<file path="config.mk">
export PLATFORM = sky130hd
export DESIGN_NAME = truth_table_sweeper
export DESIGN_NICKNAME = d
export VERILOG_FILES = /design/src/rtl/truth_table_sweeper.sv
export SDC_FILE = /design/constraint.sdc
export NUM_CORES = 1
export LEC_CHECK = 0
export ABC_AREA = 1
export CORE_UTILIZATION = 32
export CTS_BUF_LIST = sky130_fd_sc_hd__clkbuf_4
export DETAILED_ROUTE_END_ITERATION = 8
export PLACE_DENSITY = 0.54
export RECOVER_POWER = 50
export SLEW_MARGIN = 20
export SYNTH_ARGS = -nofsm -noshare
export SYNTH_HDL_FRONTEND = slang
export SYNTH_SLANG_ARGS = --single-unit
</file>
<file path="constraint.sdc">
create_clock -name clk -period 2.6 [get_ports clk]
set_clock_uncertainty 0.2 [all_clocks]
set_input_delay 0.26 -clock clk [delete_from_list [all_inputs] [get_ports clk]]
set_output_delay 0.26 -clock clk [all_outputs]
set_load 0.01 [all_outputs]
</file>
<file path="src/rtl/truth_table_sweeper.sv">
// -----------------------------------------------------------------------------
// truth_table_sweeper
// Walks a 4-input combinational circuit through all 16 input vectors and
// captures its Y output into a 16-bit truth table. It then compares that
// table with a reference.
//
// Parameters
//   SETTLE_CYCLES : cycles each vector is held before Y is sampled (1..15)
//
// Ports
//   clk        : clock, all state updates on the rising edge
//   rst        : synchronous active-high reset
//   start      : sweep request, only honoured while idle
//   abcd       : vector to the circuit under test (bit3=A .. bit0=D)
//   y_in       : Y returned by the circuit under test
//   expected   : reference truth table, bit i = expected Y for abcd==i
//   busy       : high while vectors are being driven/sampled
//   done       : one-cycle pulse when a sweep completes
//   table_out  : captured truth table, bit i = Y sampled for abcd==i
//   ones_count : number of ones captured (0..16)
//   match      : table_out == expected, valid from the done cycle
// -----------------------------------------------------------------------------
module truth_table_sweeper #(
    parameter int unsigned SETTLE_CYCLES = 1
) (
    input  logic        clk,
    input  logic        rst,
    input  logic        start,
    output logic [3:0]  abcd,
    input  logic        y_in,
    input  logic [15:0] expected,
    output logic        busy,
    output logic        done,
    output logic [15:0] table_out,
    output logic [4:0]  ones_count,
    output logic        match
);

    localparam int unsigned IDX_W    = 4;
    localparam int unsigned TBL_W    = 16;
    localparam int unsigned CNT_W    = 5;
    localparam int unsigned SETTLE_W = 4;

    localparam logic [IDX_W-1:0]    LAST_INDEX  = IDX_W'(TBL_W - 1);
    localparam logic [SETTLE_W-1:0] SETTLE_LAST = SETTLE_W'(SETTLE_CYCLES - 1);

    typedef enum logic [1:0] {
        IDLE   = 2'd0,
        DRIVE  = 2'd1,
        SAMPLE = 2'd2,
        DONE   = 2'd3
    } sweepState_e;

    sweepState_e         state;
    sweepState_e         stateNext;

    logic [IDX_W-1:0]    indexQ;
    logic [IDX_W-1:0]    indexNext;
    logic [SETTLE_W-1:0] settleCnt;
    logic [SETTLE_W-1:0] settleNext;
    logic [TBL_W-1:0]    tableQ;
    logic [TBL_W-1:0]    tableNext;
    logic [TBL_W-1:0]    sampledTable;
    logic [CNT_W-1:0]    onesQ;
    logic [CNT_W-1:0]    onesNext;
    logic                matchQ;
    logic                matchNext;
    logic                busyQ;
    logic                busyNext;
    logic                doneQ;
    logic                doneNext;

    // State and datapath registers; reset wins over everything, including start.
    always_ff @(posedge clk) begin
        if (rst) begin
            state     <= IDLE;
            indexQ    <= '0;
            settleCnt <= '0;
            tableQ    <= '0;
            onesQ     <= '0;
            matchQ    <= 1'b0;
            busyQ     <= 1'b0;
            doneQ     <= 1'b0;
        end else begin
            state     <= stateNext;
            indexQ    <= indexNext;
            settleCnt <= settleNext;
            tableQ    <= tableNext;
            onesQ     <= onesNext;
            matchQ    <= matchNext;
            busyQ     <= busyNext;
            doneQ     <= doneNext;
        end
    end

    // Next-state logic.
    always_comb begin
        stateNext = state;
        case (state)
            IDLE: begin
                if (start) begin
                    stateNext = DRIVE;
                end
            end
            DRIVE: begin
                if (settleCnt == SETTLE_LAST) begin
                    stateNext = SAMPLE;
                end
            end
            SAMPLE: begin
                stateNext = (indexQ == LAST_INDEX) ? DONE : DRIVE;
            end
            DONE: begin
                stateNext = IDLE;
            end
            default: begin
                stateNext = IDLE;
            end
        endcase
    end

    // Datapath and output next values.
    // The final sample is merged into the table before the comparison, so match
    // is registered on the edge into DONE and is already valid alongside done.
    always_comb begin
        indexNext    = indexQ;
        settleNext   = settleCnt;
        tableNext    = tableQ;
        onesNext     = onesQ;
        matchNext    = matchQ;
        sampledTable = tableQ;
        sampledTable[indexQ] = y_in;

        case (state)
            IDLE: begin
                if (start) begin
                    indexNext  = '0;
                    settleNext = '0;
                    tableNext  = '0;
                    onesNext   = '0;
                    matchNext  = 1'b0;
                end
            end
            DRIVE: begin
                if (settleCnt != SETTLE_LAST) begin
                    settleNext = settleCnt + SETTLE_W'(1);
                end
            end
            SAMPLE: begin
                tableNext = sampledTable;
                // At most 16 increments per sweep, so 5 bits never wrap.
                onesNext  = onesQ + CNT_W'(y_in);
                if (indexQ != LAST_INDEX) begin
                    indexNext  = indexQ + IDX_W'(1);
                    settleNext = '0;
                end else begin
                    matchNext = (sampledTable == expected);
                end
            end
            DONE: begin
            end
            default: begin
            end
        endcase

        busyNext = (stateNext == DRIVE) || (stateNext == SAMPLE);
        doneNext = (stateNext == DONE);
    end

    assign abcd       = indexQ;
    assign busy       = busyQ;
    assign done       = doneQ;
    assign table_out  = tableQ;
    assign ones_count = onesQ;
    assign match      = matchQ;

endmodule

</file>
==> results_dict.tcl, run 1 <==
set metrics [dict create \
    outcome "complete, no violations" \
    p_sw_w 0.000400 \
    hold_path_class "flop to flop" \
    max_slew_margin 0.689 \
    synthMuxAreaShare 0 \
    fmax_mhz 450 \
    via_per_inst 4.72 \
    synth_top_area_share 0.305 \
    top_layer "met4" \
    yosys-top-cells-area "dfxtp_1, nand2_1, nand3_1, inv_1, a21oi_1" \
    p_int_w 0.000950 \
    reg2reg_from "abcd[1]$_SDFFE_PP0P_" \
    ant_nets 0 \
    max_cap_violations 0 \
    cellPowerDensity_nw_per_um2 471 \
    ys_seq_area_frac 0.305 \
    fin_util 0.424 \
    crit_fanout 10 \
    synthAdderAreaFrac 0.0561 \
    synth_simple_gate_area_frac 0.416 \
    ys.flop_type "dfxtp_1" \
    ys_warn_count 0 \
    drc_errors 0 \
    nNetsFinal 426 \
    synth_nets 378 \
    grt_pass1_wl_um 9670 \
    async_reset_ff_frac 0 \
    nFillCells 715 \
    dieWidth_um 85.5 \
    core_area_sq_um 6760 \
    antenna_found_initial 0 \
    setup_ws_ns 0.376 \
    p_sw_frac 0.296 \
    postPlaceCellArea_sq_um 2770 \
    row_count 30 \
    worstSetupPathType "flop to output pin" \
    seqPwrFrac 0.411 \
    netlist_area_sq_um 2230 \
    critPathLaunchType "flop" \
    finalSetupTns_ns 0 \
    h-tree-depth 2 \
    tightest_slew_ns 0.466 \
    path_cells "buf_4 -> clkdlybuf4s50_1" \
    die-height_um 85.5 \
    cts-hold-fix-buffers 0 \
    r2r_slack_ns 0.46 \
    hold_viol 0 \
    dr_total_vias 2253 \
    slew_violations 0 \
    fin_crit_ns 2.22 \
    place_hpwl_um 4320 \
    fin_total_pwr_w 0.00135 \
    cts_root_buf "clkbuf_4" \
    syn_inst 348 \
    area_growth_pct 28.4 \
    synth_compound_area_frac 0.0947 \
    pwr-share-clk 0.379 \
    p_comb_frac 0.210 \
    ys_ff_latch 34 \
    antenna_cells 0 \
    crit_arrival_ns 1.76 \
    drt_wl_total_um 5770 \
    wl_per_cell_um 12.1 \
    grt_max_degree 20 \
    leakage_nw 1.28 \
    grt_overflow 0 \
    endpoint_kind "output pin" \
    insertion_delay_ns 0.34 \
    wl_met1_um 2810 \
    worstPathRequired_ns 2.14 \
    port_buffers 47 \
    cts_sinks 34 \
    layout_common_cells "nand2_1, nand3_1, inv_1" \
    first_global_vias 2030 \
    clockBufferDepth 2 \
    postCtsResizedCells 0 \
    worstReg2RegEnd "match$_SDFFE_PP0P_" \
    cts_tree "built" \
    io_pins 48 \
    ys_types 31 \
    crit_end "abcd[3]" \
    startpoint "abcd[3]$_SDFFE_PP0P_" \
    synth-edff-count 0 \
    synth_xor_area_frac 0.00392 \
    finish.instance_area_sq_um 2870 \
    rsz0062_at_grt "false" \
    layout_commonest_cell "nand2_1" \
    synth.avg_cell_area_sq_um 6.41 \
    drt_iter0_markers 127 \
    min_period_over_period 0.855 \
    r2r_cells 11 \
    grtUsageTotal 0.168 \
    clk_pin_slew_worst_paths_ns 0.12 \
    start_util 0.330 \
    crit_slowest_cell "dfxtp_1" \
    irDropWorstVdd_mv 0.259 \
    yosys.area.top_type "dfxtp_1" \
    wl_met2_um 2650 \
    place_ws_ns 0.369 \
    setup-violations-final 0 \
    routabilityCongestion 0.795 \
    drt_pass1_iterations 5 \
    wl_met3_um 277 \
    cpPeakStageDelay_ns 0.61 \
    cts_buffers 5 \
    layout-drive-gt1-share 0.0907 \
    die-area_sq_um 7310 \
    post-cts-setup-buffers 0 \
    synth_top_family_by_area "simple AND/OR/NAND/NOR gates" \
]
[cells in the mapped netlist, types with 4 or more instances]
cell / instances
o21ai_1: 4
o21ai_0: 4
nor2_1: 21
a21oi_1: 27
clkbuf_1: 4
inv_2: 6
inv_1: 41
nand2_1: 110
nand3_1: 44
nand4_1: 10
ha_1: 10
buf_6: 4
buf_2: 4
dfxtp_1: 34
nand2_2: 4
[routing by layer]
layer	track usage	vias up
li1	-	1213
met1	0.225	997
met2	0.270	41
met3	0.0385	2
met4	0.0500	0
met5	0	-
[area by class of cell]
cell class	instances	area (sq um)	share of cell area
clock inverter	3	68.8	0.0240
tap	80	100	0.0349
multi-input combinational	252	1270	0.442
clock buffer	5	37.5	0.0131
sequential	34	681	0.237
timing repair buffer	55	531	0.185
inverter	48	183	0.0637
[power by group through the flow]
stage,combinational (W),clock (W),sequential (W)
global placement,0.000291,0,0.000567
CTS,0.000294,0.000529,0.000555
floorplan,0.000185,0,0.000569
finish,0.000284,0.000511,0.000555
global route,0.000323,0.000550,0.000558
detailed placement,0.000292,0,0.000566
[critical path: cells and delay by family (launching register included)]
kind | cells | cell delay (ns)
buffers and inverters | 2 | 0.81
flip-flops | 1 | 0.61
[cells by family (layout without fill, tap and decap cells)]
family,after synthesis,in the layout
fa+ha+maj,10,10
compound gates,39,39
simple gates,202,202
buf+inv,62,111
flops,34,34
xor+xnor,1,1
[registers in the layout, indices dropped and copies added, names as in the netlist]
| name | cells |
|---|---|
| table_out | 16 |
| abcd | 4 |
| ones_count | 5 |
| state | 2 |
| busy | 1 |
| settleCnt | 4 |
| match | 1 |
| done | 1 |
[worst min-delay path by stage]
stage	depth (start not counted)	end	slack, ns	from
2_1_floorplan	2	settleCnt[0]$_SDFFE_PP0P_	0.28	settleCnt[0]$_SDFFE_PP0P_
3_3_place_gp	2	table_out[11]$_SDFFE_PP0P_	0.27	table_out[11]$_SDFFE_PP0P_
3_5_place_dp	2	table_out[11]$_SDFFE_PP0P_	0.27	table_out[11]$_SDFFE_PP0P_
4_1_cts	2	table_out[11]$_SDFFE_PP0P_	0.29	table_out[11]$_SDFFE_PP0P_
5_1_grt	2	table_out[11]$_SDFFE_PP0P_	0.30	table_out[11]$_SDFFE_PP0P_
6_report	2	table_out[13]$_SDFFE_PP0P_	0.29	table_out[13]$_SDFFE_PP0P_
[through the flow]
stage	std cells	hold WS [ns]
after CTS	477	0.290
after global routing	477	0.302
after global placement	469	0.269
after detailed placement	469	0.272
final	477	0.285
after floorplan	348	0.275
Power figures use the tool's default switching activity.
==> run 2: changes to the inputs <==
--- a/config.mk
+++ b/config.mk
@@ -8,6 +8,7 @@
 export ABC_AREA = 1
 export CORE_UTILIZATION = 32
 export CTS_BUF_LIST = sky130_fd_sc_hd__clkbuf_4
+export CTS_CLUSTER_DIAMETER = 30
 export DETAILED_ROUTE_END_ITERATION = 8
 export PLACE_DENSITY = 0.54
 export RECOVER_POWER = 50
==> results of run 2 <==
The final DEF is identical to that of run 1; final timing and power are the same.
